===== src/rtl/fizz_buzz_pkg.sv =====
// -----------------------------------------------------------------------------
// fizz_buzz_pkg
//   Shared types and defaults for the fizz_buzz_stream generator.
//   fb_state_e   : sequencer state (idle / running a sequence)
//   FB_DIV_W_DEF : default divisor width per channel
// -----------------------------------------------------------------------------
package fizz_buzz_pkg;

   typedef enum logic {
      FB_IDLE = 1'b0,
      FB_RUN  = 1'b1
   } fb_state_e;

   localparam int FB_DIV_W_DEF = 8;

endpackage : fizz_buzz_pkg


===== src/rtl/fb_residue_counter.sv =====
// -----------------------------------------------------------------------------
// fb_residue_counter
//   Tracks (current number mod div) for one channel without a divider.
//   The residue is loaded for number 1 on init and steps once per accepted
//   token on adv, wrapping to zero when it reaches div-1.
// Ports
//   clk, resetn : clock, asynchronous active-low reset
//   div         : channel divisor, 0 = channel disabled
//   init        : load the residue of number 1
//   adv         : advance to the next number
//   residue     : current residue
//   hit         : channel enabled and residue is zero
// -----------------------------------------------------------------------------
module fb_residue_counter
   import fizz_buzz_pkg::*;
#(
   parameter int DIV_W = FB_DIV_W_DEF
) (
   input  logic             clk,
   input  logic             resetn,
   input  logic [DIV_W-1:0] div,
   input  logic             init,
   input  logic             adv,
   output logic [DIV_W-1:0] residue,
   output logic             hit
);

   localparam logic [DIV_W-1:0] RES_ONE = DIV_W'(1);

   logic [DIV_W-1:0] res_q;
   logic [DIV_W-1:0] res_last;

   // With div == 0 this wraps at the all-ones value; harmless because the
   // hit output is masked for a disabled channel.
   assign res_last = div - RES_ONE;

   always_ff @(posedge clk or negedge resetn) begin
      if (!resetn) begin
         res_q <= '0;
      end else if (init) begin
         // 1 mod 1 is 0; for every other divisor 1 mod div is 1
         res_q <= (div == RES_ONE) ? '0 : RES_ONE;
      end else if (adv) begin
         res_q <= (res_q == res_last) ? '0 : res_q + RES_ONE;
      end
   end

   assign residue = res_q;
   assign hit     = (div != '0) && (res_q == '0);

endmodule : fb_residue_counter


===== src/rtl/fizz_buzz_stream.sv =====
// -----------------------------------------------------------------------------
// fizz_buzz_stream
//   Multi-channel FizzBuzz token generator. Emits 1..MAX_COUNT as a
//   valid/ready stream; each token carries one hit flag per divisor channel.
// Ports
//   clk, resetn        : clock, asynchronous active-low reset
//   start, abort       : begin a sequence (idle only) / return to idle
//   wrap_en            : restart at 1 after MAX_COUNT instead of stopping
//   cfg_we/ch/div      : divisor write port, honoured only while idle
//   out_valid/out_ready: token handshake
//   out_num            : token number
//   out_hit            : per-channel divisibility flags
//   out_all/out_none   : every enabled channel hits / no channel hits
//   busy               : sequence in progress
//   done               : one-cycle pulse after the final token (no wrap)
//
// Handshake: a token transfers on a rising edge where out_valid && out_ready.
// out_valid is high exactly while running; while out_valid && !out_ready all
// out_* hold. Every out_* is a register or a decode of registers, so neither
// out_ready nor start reaches an output combinationally.
// -----------------------------------------------------------------------------
module fizz_buzz_stream
   import fizz_buzz_pkg::*;
#(
   parameter int                      N_CH      = 2,
   parameter int                      CNT_W     = 16,
   parameter int                      DIV_W     = FB_DIV_W_DEF,
   parameter int                      MAX_COUNT = 100,
   parameter logic [N_CH*DIV_W-1:0]   DEF_DIV   = {8'd5, 8'd3}
) (
   input  logic                                        clk,
   input  logic                                        resetn,
   input  logic                                        start,
   input  logic                                        abort,
   input  logic                                        wrap_en,
   input  logic                                        cfg_we,
   input  logic [((N_CH > 1) ? $clog2(N_CH) : 1)-1:0]  cfg_ch,
   input  logic [DIV_W-1:0]                            cfg_div,
   output logic                                        out_valid,
   input  logic                                        out_ready,
   output logic [CNT_W-1:0]                            out_num,
   output logic [N_CH-1:0]                             out_hit,
   output logic                                        out_all,
   output logic                                        out_none,
   output logic                                        busy,
   output logic                                        done
);

   localparam int               CH_W    = (N_CH > 1) ? $clog2(N_CH) : 1;
   localparam logic [CNT_W-1:0] NUM_ONE = CNT_W'(1);
   localparam logic [CNT_W-1:0] NUM_MAX = CNT_W'(MAX_COUNT);

   if (N_CH < 1 || MAX_COUNT < 1 ||
       longint'(MAX_COUNT) > ((longint'(1) << CNT_W) - 1)) begin : g_bad_param
      $error("fizz_buzz_stream: bad N_CH/MAX_COUNT/CNT_W combination");
   end

   fb_state_e        state_q, state_d;
   logic [CNT_W-1:0] num_q, num_d;
   logic             done_q, done_d;
   logic             res_init, res_adv;
   logic             start_go;
   logic             accept;

   logic [DIV_W-1:0] div_q [N_CH];
   logic [DIV_W-1:0] res   [N_CH];
   logic [N_CH-1:0]  hit;
   logic [N_CH-1:0]  ch_en;

   assign out_valid = (state_q == FB_RUN);
   assign busy      = (state_q == FB_RUN);
   assign accept    = out_valid && out_ready;
   assign start_go  = (state_q == FB_IDLE) && start && !abort;

   // ---------------------------------------------------------------- divisors
   // A write in the same cycle a sequence starts is dropped so the residues
   // are initialised against the divisors that the whole run will use.
   // An index >= N_CH matches no entry and is therefore ignored.
   always_ff @(posedge clk or negedge resetn) begin
      if (!resetn) begin
         for (int i = 0; i < N_CH; i++) div_q[i] <= DEF_DIV[i*DIV_W +: DIV_W];
      end else if (cfg_we && (state_q == FB_IDLE) && !start_go) begin
         for (int i = 0; i < N_CH; i++) begin
            if (cfg_ch == CH_W'(i)) div_q[i] <= cfg_div;
         end
      end
   end

   // ---------------------------------------------------------------- FSM
   always_ff @(posedge clk or negedge resetn) begin
      if (!resetn) begin
         state_q <= FB_IDLE;
         num_q   <= '0;
         done_q  <= 1'b0;
      end else begin
         state_q <= state_d;
         num_q   <= num_d;
         done_q  <= done_d;
      end
   end

   always_comb begin
      state_d  = state_q;
      num_d    = num_q;
      done_d   = 1'b0;
      res_init = 1'b0;
      res_adv  = 1'b0;
      case (state_q)
         FB_IDLE: begin
            if (start_go) begin
               state_d  = FB_RUN;
               num_d    = NUM_ONE;
               res_init = 1'b1;
            end
         end
         FB_RUN: begin
            if (abort) begin
               state_d = FB_IDLE;
            end else if (accept) begin
               if (num_q == NUM_MAX) begin
                  if (wrap_en) begin
                     num_d    = NUM_ONE;
                     res_init = 1'b1;
                  end else begin
                     state_d = FB_IDLE;
                     done_d  = 1'b1;
                  end
               end else begin
                  num_d   = num_q + NUM_ONE;
                  res_adv = 1'b1;
               end
            end
         end
         default: state_d = FB_IDLE;
      endcase
   end

   // ---------------------------------------------------------------- channels
   for (genvar g = 0; g < N_CH; g++) begin : g_ch
      fb_residue_counter #(.DIV_W(DIV_W)) u_res (
         .clk     (clk),
         .resetn  (resetn),
         .div     (div_q[g]),
         .init    (res_init),
         .adv     (res_adv),
         .residue (res[g]),
         .hit     (hit[g])
      );
      assign ch_en[g] = (div_q[g] != '0);
   end

   // out_all: at least one channel enabled and every enabled channel sits at
   // residue zero.
   always_comb begin
      out_all = |ch_en;
      for (int i = 0; i < N_CH; i++) begin
         if (ch_en[i] && (res[i] != '0)) out_all = 1'b0;
      end
   end

   assign out_num  = num_q;
   assign out_hit  = hit;
   assign out_none = ~|hit;
   assign done     = done_q;

endmodule : fizz_buzz_stream

===== config.mk =====
export PLATFORM = sky130hd
export DESIGN_NAME = fizz_buzz_stream
export DESIGN_NICKNAME = d
export VERILOG_FILES = /design/src/rtl/fizz_buzz_pkg.sv /design/src/rtl/fb_residue_counter.sv /design/src/rtl/fizz_buzz_stream.sv
export SDC_FILE = /design/constraint.sdc
export NUM_CORES = 1
export LEC_CHECK = 0
export ABC_AREA = 1
export CAP_MARGIN = 30
export CELL_PAD_IN_SITES_DETAIL_PLACEMENT = 0
export CELL_PAD_IN_SITES_GLOBAL_PLACEMENT = 1
export CORE_MARGIN = 2
export CORE_UTILIZATION = 45
export DETAILED_ROUTE_END_ITERATION = 7
export PLACE_DENSITY_LB_ADDON = 0.1
export SYNTH_ARGS = -nofsm -noshare
export SYNTH_HDL_FRONTEND = slang
export SYNTH_HIERARCHICAL = 1
export SYNTH_SLANG_ARGS = --single-unit

===== constraint.sdc =====
create_clock -name clk -period 4.7 [get_ports clk]
set_input_delay 0.94 -clock clk [delete_from_list [all_inputs] [get_ports clk]]
set_output_delay 0.94 -clock clk [all_outputs]
set_load 0.05 [all_outputs]

==> results by group, run 1 <==
Floorplanning
  • Number of top-level design ports: 39
  • Core Box Area: between 8000 and 9000 µm²
  • Die extent in x: around 96 µm
  • Row cnt: 33
  • Effective utilization at floorplan: a little under half
  • Die outline area: just over 9000 µm²
  • Die Span Y: about 96 µm

Global routing
  • Vias in the first global route: around 3400
  • Most congested layer reported by global routing: met2
  • Global-route wire length before repair: about 16000 µm
  • Met1 Track Usage GR: a little under a third
  • Antenna violations before repair: 0
  • Met3 Usage GRT: between 3 and 4%
  • GR Layer Usage met2: between 30% and 40%
  • Remaining global-route overflow: 0
  • Pin count of the biggest net entering global routing: roughly 50
  • Overall Global Routing Usage: 21.81%

Detailed routing
  • Number of nets with antenna violations after routing: 0
  • Detailed-routing iteration count for the pre-antenna-repair pass: 4
  • Number of remaining DRC errors: 0
  • Total detailed-routing wirelength: 9277 µm
  • Total via count after detailed routing: ~3600
  • Number of DRC markers in iteration 0: between 100 and 150
  • Vias per Instance: around 5.1
  • Wire per inst: between 10 and 15 µm

Final layout
  • Filler cell count: 886
  • Most frequent cells in the layout: 172 x nand2_1, 72 x nor2_1, 60 x inv_1
  • Combined area of the multi-input logic cells: between 2000 and 2500 µm²
  • Final net count: 628
  • Most frequent standard cell in the layout excluding fill and tap cells: nand2_1
  • Reg area: between 1000 and 1500 µm²
  • Total inserted antenna cells: 0
  • Syn-to-layout area delta: 13.76%
  • Layout cells sized above 1: 11.94%

Clocking
  • Clock buffers created by TritonCTS: 5
  • Clock-pin transition on the worst setup and hold timing paths: 100 ps
  • Count of cells resized by post-cts repair: 0
  • Library cell used as clock root buffer: clkbuf_8
  • Clock latency at the later pin of the worst-skew pair: around 310 ps
  • Post-CTS Setup Repair Bufs: 0
  • # hold bufs at CTS: 0
  • TritonCTS Sinks: 50
  • TritonCTS clock tree: done
  • H-tree lvl count: 2
  • Buffer depth of the longest clock path: 2

Synth
  • Post-synthesis sequential element count: 50
  • Share of synthesized area occupied by flip-flops and latches: 32.66%
  • Synthesized area per cell: about 6.8 µm²
  • Post-synth net total: roughly 590
  • Post-synthesis instance total: between 500 and 600
  • Synth unique cells: 35
  • Warning count from the yosys run: 6
  • Total standard cell area after synthesis: between 3000 and 4000 µm²

Timing
  • Final slew viol count: 0
  • Worst clock skew: roughly 7.7 ps
  • Period utilisation layout: 73.68%
  • Final critical path time including I/O delays and setup: 3463 ps
  • Final sum of negative setup slack: 0 ps
  • Unrepaired setup endpoints after global routing: false
  • Fin Hold WS: ~520 ps
  • Total count of hold-check failures in the final report: 0
  • Slew margin rel.: a little under three fifths
  • Measured slew at the worst slew-check pin: about 660 ps
  • Fmax: slightly below 0.3 GHz
  • Final setup slack of the worst path: between 1000 and 1500 ps
  • Setup Viol. Count Final: 0

Worst setup path
  • Req. time, crit path: ~3800 ps
  • Delay of the slowest cell on the worst path: ~850 ps
  • Sequence of cells on the critical path: inv_1 > ha_1 > nand2_2 > nor2_1 > a21oi_1 > clkdlybuf4s50_1
  • Startpoint types: register
  • Type of the setup path with the least slack: register to output pin
  • Cell with the largest stage delay on the worst path: clkdlybuf4s50_1
  • Endpoint class of the critical path: output pin
  • Max FO, Critical Path: 5
  • Data arrival time of the worst path: approximately 2500 ps

Power and ir drop
  • Power per standard cell area: about 370 nW/µm²
  • Maximum ir drop on the vdd rail: 0.2278 mV
  • Static leakage: around 2.2 nW

Place
  • Port bufs: 38
  • Worst setup timing slack at the placement stage: between 1500 and 2000 ps
  • DPL Wire Length: approximately 7100 µm
  • GPL Wtd Cong: about 0.9

Hold path
  • Type of the worst min-delay path: register to register

Run
  • Max-cap viol count: 0

Status
  • Status: finished, final reports clean
## kinds of logic (layout without fill, tap and decap cells)
family / count (synthesis) / in the layout / share of synthesized area [%]
flops: 50 / 50 / 32.66
simple gates: 356 / 356 / 42.35
xor+xnor: 19 / 19 / 4.684
fa+ha+maj: 10 / 10 / 3.253
mux: 1 / 1 / 0.2603
compound gates: 40 / 40 / 6.409
buf+inv: 92 / 127 / 10.38
## worst max-delay path, delay by kind of cell, from the launching register on
kind            cells  cell delay, ps
compound gates      1             250
buf+inv             2             960
simple gates        2             160
flops               1             580
fa+ha+maj           1             260
## cell type report
| class | count | area share (%) |
|---|---|---|
| multi-input cells | 426 | 50.07 |
| flip-flops and latches | 50 | 28.71 |
| repair buffers | 40 | 8.922 |
| inverters | 79 | 6.777 |
| well taps | 105 | 3.003 |
| clock buffers | 6 | 1.659 |
| clock inverters | 2 | 0.8579 |
## routing by layer
layer | wire length, µm | up-vias
met3 | 386 | 8
met2 | 4359 | 60
met5 | 0 | -
li1 | - | 1849
met1 | 4435 | 1696
met4 | 97 | 0
## power by group
part | total [mW] | switching, mW | internal [mW] | leakage (nW)
combinational | 0.691 | 0.441 | 0.250 | 1.49
sequential | 0.627 | 0.126 | 0.501 | 0.649
clock | 0.311 | 0.152 | 0.159 | 0.0514
total | 1.63 | 0.719 | 0.910 | 2.19
## flip-flops by register name, summed over array words and instances, names as in the netlist
signal / flops
g_ch.u_res/residue: 16
out_num: 16
busy: 1
done: 1
div_q: 16
## cell usage after synthesis, drive strengths merged
cell | instances | area (µm²)
mux2i | 1 | 10.01
a22oi | 2 | 15.01
nand4 | 9 | 56.30
xnor2 | 2 | 17.52
nand3 | 59 | 325.3
nand3b | 4 | 30.03
a41oi | 1 | 8.760
clkinv | 3 | 11.26
xor2 | 16 | 140.1
a21oi | 5 | 28.78
inv | 76 | 285.3
nand2 | 184 | 735.7
nor2 | 88 | 405.4
nor4 | 4 | 25.02
xnor3 | 1 | 22.52
o21ai | 32 | 193.9
ha | 10 | 125.1
nor3 | 8 | 51.30
dfrtp | 46 | 1151
dfstp | 4 | 105.1
buf | 13 | 102.6
## path summary, 6_finish.rpt
kind	start	end	slack (ps)	depth (start not counted)
setup / recovery	div_q[0]	out_hit[1]	1240	6
hold / removal	div_q[9]	div_q[9]	520	2
setup reg to reg	busy	g_ch[1].u_res/residue[4]	2100	8
hold reg to reg	div_q[9]	div_q[9]	520	2
max in group asynchronous	resetn	g_ch[1].u_res/residue[4]	3520	2
min in group asynchronous	resetn	g_ch[0].u_res/residue[7]	730	2
## per-stage QoR
| stage | std cells | util (%) | area [µm²] | power [mW] |
|---|---|---|---|---|
| after detailed placement | 700 | 51.65 | 4265 | 1.328 |
| after floorplan | 568 | - | 3846 | 1.144 |
| final | 708 | 52.98 | 4375 | 1.629 |
| after global routing | 708 | 52.98 | 4375 | 1.761 |
| after CTS | 708 | 52.98 | 4375 | 1.645 |
| after global placement | 700 | 51.65 | 4265 | 1.323 |
No activity file was read; power rests on OpenSTA's default activity.
==> run 2, diff against run 1 <==
- CORE_UTILIZATION: 45 -> 41
- clock period: 4.7 -> 3.58 ns (I/O delays scaled with it)
==> run 2 against run 1 <==
Effect of this change:
- non-clock buffer count rose by 1
- routed wire length rose by 5.1%
- die area rose by 9.3%
- clock skew barely moved
- global-route usage fell by 2.0 points
- setup slack got worse by 850 ps
- sequential power rose by 30%
- power rose by 28%
==> results by group, run 2 (synthesis results as in run 1) <==
Status
  • Status: finished, final reports clean

Final layout
  • Total inserted antenna cells: 0
  • Syn-to-layout area delta: 13.76%
  • Most frequent standard cell in the layout excluding fill and tap cells: nand2_1
  • Most frequent cells in the layout: 172 x nand2_1, 72 x nor2_1, 60 x inv_1
  • Reg area: 1256 µm²
  • Filler cell count: 977
  • Layout cells sized above 1: roughly an eighth
  • Final net count: approximately 630
  • Combined area of the multi-input logic cells: roughly 2200 µm²

Detailed routing
  • Vias per Instance: ~5
  • Total detailed-routing wirelength: ~9700 µm
  • Number of DRC markers in iteration 0: 150
  • Wire per inst: about 14 µm
  • Number of remaining DRC errors: 0
  • Total via count after detailed routing: 3534
  • Number of nets with antenna violations after routing: 0
  • Detailed-routing iteration count for the pre-antenna-repair pass: 4

Global routing
  • Vias in the first global route: roughly 3100
  • Remaining global-route overflow: 0
  • Antenna violations before repair: 0
  • Overall Global Routing Usage: about a fifth
  • Pin count of the biggest net entering global routing: 34
  • Global-route wire length before repair: 15840 µm

Timing
  • Final setup slack of the worst path: approximately 380 ps
  • Unrepaired setup endpoints after global routing: false
  • Setup Viol. Count Final: 0
  • Fmax: around 0.31 GHz
  • Period utilisation layout: between 80 and 90%
  • Measured slew at the worst slew-check pin: a little under 600 ps
  • Fin Hold WS: between 300 and 400 ps
  • Final slew viol count: 0
  • Final sum of negative setup slack: 0 ps
  • Total count of hold-check failures in the final report: 0
  • Worst clock skew: 7.656 ps
  • Final critical path time including I/O delays and setup: ~3200 ps
  • Slew margin rel.: 60.51%

Hold path
  • Type of the worst min-delay path: input port to asynchronous set/reset pin

Place
  • Worst setup timing slack at the placement stage: about 700 ps
  • Port bufs: 38
  • DPL Wire Length: 7538 µm
  • GPL Wtd Cong: a little under 0.9

Power and ir drop
  • Switching fraction of total power: a little under half
  • Power per standard cell area: 477.8 nW/µm²
  • Internal Dissipation: approximately 1.1 mW
  • Logic gate share of total power: between 40% and 50%
  • Switching power total: approximately 0.95 mW
  • Power share of the clock group: 17.3%
  • Maximum ir drop on the vdd rail: about 0.25 mV
  • Sequential group share of total power: between 30 and 40%
  • Static leakage: between 2 and 2.5 nW

Floorplanning
  • Core Box Area: 9153 µm²
  • Effective utilization at floorplan: ~42%
  • Number of top-level design ports: 39
  • Die Span Y: 100.9 µm
  • Die outline area: just over 10000 µm²
  • Die extent in x: around 100 µm
  • Row cnt: 35

Worst setup path
  • Max FO, Critical Path: 7
  • Req. time, crit path: approximately 2900 ps
  • Data arrival time of the worst path: about 2500 ps
  • Startpoint types: register
  • Type of the setup path with the least slack: register to output pin
  • Endpoint class of the critical path: output pin

Clocking
  • TritonCTS clock tree: done
  • Clock buffers created by TritonCTS: 5
  • Post-CTS Setup Repair Bufs: 0
  • Buffer depth of the longest clock path: 2
  • # hold bufs at CTS: 0
  • Clock-pin transition on the worst setup and hold timing paths: ~100 ps
  • Library cell used as clock root buffer: clkbuf_8
  • TritonCTS Sinks: 50
  • Count of cells resized by post-cts repair: 0
  • Clock latency at the later pin of the worst-skew pair: slightly above 300 ps
  • H-tree lvl count: 2

Run
  • Max-cap viol count: 0
==> run 2: cell count changes in the layout (fill, tap and decap cells not counted) <==
cell       previous run  this run
buf_4                 2         3
clkbuf_1              1         0
clkbuf_8              5         6
clkinv_2              0         1
bufinv_16             1         0
==> run 2: critical path, stage by stage (launching register included) <==
cell and delay (ps):
dfstp_2 620, inv_2 60, ha_1 230, nand2_1 90
nor2_2 50, a21oi_1 260, clkdlybuf4s50_1 860
==> run 2: power by group through the flow <==
| stage | Clock [mW] | Sequential (mW) | Combinational (mW) |
|---|---|---|---|
| 2_1_floorplan | 0 | 0.804 | 0.698 |
| 3_3_place_gp | 0 | 0.825 | 0.915 |
| 3_5_place_dp | 0 | 0.827 | 0.920 |
| 4_1_cts | 0.376 | 0.817 | 0.925 |
| 5_1_grt | 0.398 | 0.836 | 1.03 |
| 6_report | 0.361 | 0.815 | 0.914 |
==> run 2: path summary, 6_finish.rpt <==
check / cells after the start / endpoint / slack, ps / startpoint
worst max register to register: 9 / g_ch[1].u_res/residue[3] / 1140 / busy
min in group clk: 2 / div_q[9] / 530 / div_q[9]
worst min-delay path: 1 / out_num[4] / 330 / resetn
max in group asynchronous: 2 / div_q[2] / 2410 / resetn
worst max-delay path: 6 / out_hit[0] / 380 / div_q[8]
worst min register to register: 2 / div_q[9] / 530 / div_q[9]
==> run 2: metrics by stage <==
step | cells | utilization, % | area, µm² | power, mW
floorplan | 568 | - | 3846 | 1.502
global placement | 707 | 46.77 | 4280 | 1.739
detailed placement | 707 | 46.77 | 4280 | 1.747
CTS | 715 | 47.81 | 4375 | 2.117
global route | 715 | 47.81 | 4375 | 2.265
finish | 715 | 47.81 | 4375 | 2.091
==> run 2: final cells by class <==
class | instances | share of cell area [%]
multi-input combinational | 426 | 50.07
sequential | 50 | 28.71
timing repair buffer | 41 | 9.094
inverter | 79 | 6.777
tap | 111 | 3.174
clock buffer | 6 | 1.887
clock inverter | 2 | 0.2860
==> run 2: layer usage <==
metal	vias to the layer above	GRT usage [%]	wire length, µm
li1	1845	-	-
met4	0	2.529	29
met5	-	0	0
met3	2	3.121	279
met2	48	30.26	4354
met1	1639	30.24	5083
==> run 3, diff against run 2 <==
- ABC_CLOCK_PERIOD_IN_PS: unset -> 3580
- CORE_MARGIN: 2 -> unset
==> run 3 against run 2 <==
Effect of this change:
- critical path depth did not move
- via count is 0.65% higher
- sequential power is 0.6% higher
- largest cell class unchanged
- die area fell by 3.9%
- sequential share of layout area decreased by 0.14 points
- combinational power shrank 0.9%
- count of clock-buffer cells in the layout fell by 1
- final area grew 0.49%
- routed wire length shrank 4.8%
- non-clock buffer count is 1 higher
- critical path type unchanged
==> results by group, run 3 (synthesis results as in run 1) <==
Clocking
  • Post-CTS Setup Repair Bufs: 0
  • # hold bufs at CTS: 0
  • Library cell used as clock root buffer: clkbuf_8
  • Buffer depth of the longest clock path: 2
  • Clock latency at the later pin of the worst-skew pair: slightly above 300 ps
  • Count of cells resized by post-cts repair: 0
  • H-tree lvl count: 2
  • TritonCTS Sinks: 50
  • Clock-pin transition on the worst setup and hold timing paths: roughly 100 ps
  • TritonCTS clock tree: done
  • Clock buffers created by TritonCTS: 5

Global routing
  • Antenna violations before repair: 0
  • Pin count of the biggest net entering global routing: 22
  • Global-route wire length before repair: roughly 16000 µm
  • Vias in the first global route: ~3300
  • Remaining global-route overflow: 0
  • Overall Global Routing Usage: just over 20%

Timing
  • Final critical path time including I/O delays and setup: 3233 ps
  • Worst clock skew: approximately 9.3 ps
  • Slew margin rel.: 61.34%
  • Unrepaired setup endpoints after global routing: false
  • Final slew viol count: 0
  • Total count of hold-check failures in the final report: 0
  • Measured slew at the worst slew-check pin: around 580 ps
  • Fin Hold WS: roughly 360 ps
  • Final setup slack of the worst path: 347.5 ps
  • Fmax: 0.3094 GHz
  • Period utilisation layout: 90.29%
  • Final sum of negative setup slack: 0 ps
  • Setup Viol. Count Final: 0

Final layout
  • Most frequent standard cell in the layout excluding fill and tap cells: nand2_1
  • Layout cells sized above 1: between 10% and 20%
  • Syn-to-layout area delta: 14.31%
  • Non-Filler Cell Area, Final: ~4400 µm²
  • Total inserted antenna cells: 0
  • Most frequent cells in the layout: 172 x nand2_1, 72 x nor2_1, 60 x inv_1
  • Final net count: 630

Status
  • Status: finished, final reports clean

Place
  • GPL Wtd Cong: between 0.9 and 1
  • DPL Wire Length: 7206 µm
  • Worst setup timing slack at the placement stage: 706.6 ps
  • Placed instance area: ~4300 µm²
  • Port bufs: 38

Detailed routing
  • Vias per Instance: between 4 and 5
  • Number of remaining DRC errors: 0
  • Total detailed-routing wirelength: slightly above 9000 µm
  • Number of nets with antenna violations after routing: 0
  • Number of DRC markers in iteration 0: between 150 and 200
  • Total via count after detailed routing: ~3600
  • Detailed-routing iteration count for the pre-antenna-repair pass: 7
  • Wire per inst: 13.02 µm

Floorplanning
  • Die extent in x: 98.86 µm
  • Effective utilization at floorplan: between 40% and 50%
  • Row cnt: 34
  • Number of top-level design ports: 39
  • Core Box Area: 8891 µm²
  • Die outline area: just under 10000 µm²
  • Die Span Y: 98.86 µm

Power and ir drop
  • Switching power total: approximately 0.94 mW
  • Internal Dissipation: ~1.2 mW
  • Power share of the clock group: between 10% and 20%
  • Logic gate share of total power: between 40% and 50%
  • Tot Pwr: roughly 2.1 mW
  • Power per standard cell area: 486.8 nW/µm²
  • Static leakage: between 2 and 2.5 nW
  • Sequential group share of total power: 38.3%
  • Switching fraction of total power: roughly 44%
  • Maximum ir drop on the vdd rail: between 0.2 and 0.25 mV

Worst setup path
  • Sequence of cells on the critical path: inv_2 > ha_1 > nand2_1 > nor2_2 > a21oi_1 > clkdlybuf4s50_1
  • Critical Path Sink: out_hit[0]
  • Reg2Reg Launch Point: busy
  • Register-to-register setup slack: roughly 1100 ps
  • Type of the setup path with the least slack: register to output pin
  • Critical path depth in cells: 6
  • Endpoint class of the critical path: output pin
  • Max FO, Critical Path: 7
  • Data arrival time of the worst path: between 2000 and 3000 ps
  • Req. time, crit path: ~2900 ps
  • Launching element of the worst setup path: div_q[8]
  • Buffers and inverters on the worst path: 2
  • Delay-heaviest family, CP: buffers and inverters
  • Reg2Reg Depth: 8
  • Cell with the largest stage delay on the worst path: clkdlybuf4s50_1
  • Delay of the slowest cell on the worst path: approximately 870 ps
  • Startpoint types: register
  • Endpoint of the worst-slack reg-to-reg timing path: g_ch[1].u_res/residue[4]

Run
  • Max-cap viol count: 0

Hold path
  • Type of the worst min-delay path: input port to asynchronous set/reset pin
run 3: changes by cell type in the layout (fill, tap and decap cells not counted), sizes merged:
cell      delta
clkbuf       -1
inv          +1
buf          +1
bufinv       +1
clkinvlp     -1
run 3: final cells by class:
cell class	instances	area (µm²)
clock buffer	5	68.82
clock inverter	3	43.79
fill	882	4494
inverter	79	296.5
multi-input combinational	426	2191
sequential	50	1256
tap	108	135.1
timing repair buffer	42	405.4
run 3: worst min-delay path by stage:
stage / startpoint / endpoint / depth (start not counted)
2_1_floorplan: resetn / busy / 0
3_3_place_gp: div_q[9] / div_q[9] / 2
3_5_place_dp: div_q[9] / div_q[9] / 2
4_1_cts: resetn / out_num[3] / 1
5_1_grt: resetn / out_num[2] / 1
6_report: resetn / busy / 1
run 3: per-stage QoR:
stage | util [%] | instances
2_1_floorplan | - | 568
3_3_place_gp | 48.18 | 705
3_5_place_dp | 48.18 | 705
4_1_cts | 49.45 | 713
5_1_grt | 49.45 | 713
6_report | 49.45 | 713
run 3: per-layer routing:
layer / global-route usage (%) / vias to the layer above / share of wire, %
li1: - / 1853 / -
met1: 29.04 / 1634 / 51
met2: 33.03 / 64 / 44
met3: 2.624 / 6 / 3.5
met4: 3.559 / 0 / 0.71
met5: 0 / - / 0
run 3: worst reg2reg max path, cell delays in order (launching register included):
cell and delay (ps):
dfrtp_1 680, inv_1 200, nor2_1 220, nand2_1 120, a21oi_2 330, nor2_2 170, nor2_1 480, nand3_1 150
nand2_1 90
run 3: power groups by stage:
stage	logic, mW	clock network [mW]	registers, mW
floorplan	0.698	0	0.804
global placement	0.907	0	0.825
detailed placement	0.909	0	0.830
CTS	0.913	0.427	0.819
global route	1.02	0.450	0.842
finish	0.906	0.415	0.820
==> RTL change: new RTL, config.mk and constraints of run 1 <==
Reset style: synchronous (`resetn`), changed in 3 clocked blocks. Comments in the files are not updated.
--- a/src/rtl/fb_residue_counter.sv
+++ b/src/rtl/fb_residue_counter.sv
@@ -34,7 +34,7 @@
    // hit output is masked for a disabled channel.
    assign res_last = div - RES_ONE;
 
-   always_ff @(posedge clk or negedge resetn) begin
+   always_ff @(posedge clk) begin
       if (!resetn) begin
          res_q <= '0;
       end else if (init) begin
--- a/src/rtl/fizz_buzz_stream.sv
+++ b/src/rtl/fizz_buzz_stream.sv
@@ -76,7 +76,7 @@
    // A write in the same cycle a sequence starts is dropped so the residues
    // are initialised against the divisors that the whole run will use.
    // An index >= N_CH matches no entry and is therefore ignored.
-   always_ff @(posedge clk or negedge resetn) begin
+   always_ff @(posedge clk) begin
       if (!resetn) begin
          for (int i = 0; i < N_CH; i++) div_q[i] <= DEF_DIV[i*DIV_W +: DIV_W];
       end else if (cfg_we && (state_q == FB_IDLE) && !start_go) begin
@@ -87,7 +87,7 @@
    end
 
    // ---------------------------------------------------------------- FSM
-   always_ff @(posedge clk or negedge resetn) begin
+   always_ff @(posedge clk) begin
       if (!resetn) begin
          state_q <= FB_IDLE;
          num_q   <= '0;
Check against the original RTL: differs if resetn is asserted again (counterexample within 4 cycles, from zero or initial values and one cycle with resetn low); with resetn held inactive, the same outputs for 4 cycles.
==> RTL change against run 1 <==
Routed wire length shrank 2.3%. Highest routed layer unchanged. Worst setup slack gained 0.17 ns. Cell area shrank 3.1%. Non-clock buffer count grew 2. Synthesized area shrank 4.6%. Critical path type unchanged. Critical endpoint is now out_hit[0]. Sequential cell count is the same. Via count shrank 3.4%.
Power is not compared: it rests on default switching activity, and its combinational part moved more than twofold at a synthesized area within 25%.
==> RTL change: results <==
set metrics [dict create \
    routed_wl_mm 9.07 \
    regToRegEndpoint "g_ch[1].u_res/residue[6]$_SDFFE_PN0P_" \
    timing_worst_slew_pin_value_ns 0.521 \
    nNetsFinal 627 \
    fin_cells 704 \
    pre_cts_slack_ns 1.63 \
    worstHoldStart "g_ch[0].u_res/residue[3]$_SDFFE_PN0P_" \
    synth_area_leaders "dfxtp_1 19%, nand2_1 16%, edfxtp_1 13%" \
    grt_pass1_wl_mm 15.8 \
    wirelength_met1_mm 4.32 \
    drt_iter0_markers 148 \
    viasPerCell 4.96 \
    routed-wl-met3_um 365 \
    reg2reg_from "out_num[5]$_SDFFE_PN0P_" \
    cp.arrival_ns 2.36 \
    seq_area_frac_synth 0.317 \
    synth-compound-area-share 0.0546 \
    muxShareOfSynthArea 0 \
    r2r_slack_ns 2.15 \
    max_freq_mhz 303 \
    grt_usage 0.221 \
    grt_start_max_net_pins 21 \
    status "complete, no violations" \
    route.met2.wl_mm 4.26 \
    grt_util_met1 0.284 \
    gp_congestion 0.851 \
    drive_gt1_frac 0.0847 \
    dpl.hpwl_mm 6.87 \
    post_synth.cell_area_avg_um2 6.53 \
    async_reset_ff_frac 0 \
    grt_pass1_vias 3443 \
    comb-power_w 0.000239 \
    gr-usage-met3 0.0313 \
    cp-startpoint "div_q[0][0]$_DFFE_PP_" \
    yosys.cell_types.count 37 \
    dp_cells 694 \
    finalClockSkew_ns 0.00704 \
    synth_edf_count 16 \
    hold_ws_ns 0.548 \
    ff2ff_path_depth 11 \
    syn_nets 588 \
    grt_use_met2 0.386 \
    place_area_um2 4120 \
    synth_xor_area_frac 0.0477 \
    yosys-top-cells-count "154 x nand2_1, 92 x nor2_1, 77 x inv_1" \
]
-- RTL change: cell count changes in the layout (fill, tap and decap cells not counted), moves of 12 or more --
cell,before,now
a21oi_1,4,22
dfrtp_1,46,0
dfxtp_1,0,34
edfxtp_1,0,16
inv_1,60,77
nand2_1,172,154
nand3_1,56,44
nor2_1,72,92
o21ai_0,19,5
-- RTL change: area by class of cell --
class                      instances  area [um2]
clock buffer                       7        76.3
tap                              102         128
clock inverter                     1        30.0
fill                             809        3570
sequential                        50        1160
multi-input combinational        419        2130
inverter                          83         312
timing repair buffer              42         405
-- RTL change: worst max-delay path: stages, from the launching register on --
cell             delay [ns]
edfxtp_1               0.45
inv_1                  0.12
ha_1                   0.27
nand2_2                0.10
inv_2                  0.04
a21oi_1                0.23
clkdlybuf4s50_1        0.86
-- RTL change: cell families after synthesis --
logic type | count (synthesis)
adder cells (fa/ha/maj) | 10
AO/OA/AOI/OAI | 37
flip-flops | 50
buffers and inverters | 93
AND/OR/NAND/NOR | 352
XOR/XNOR | 20
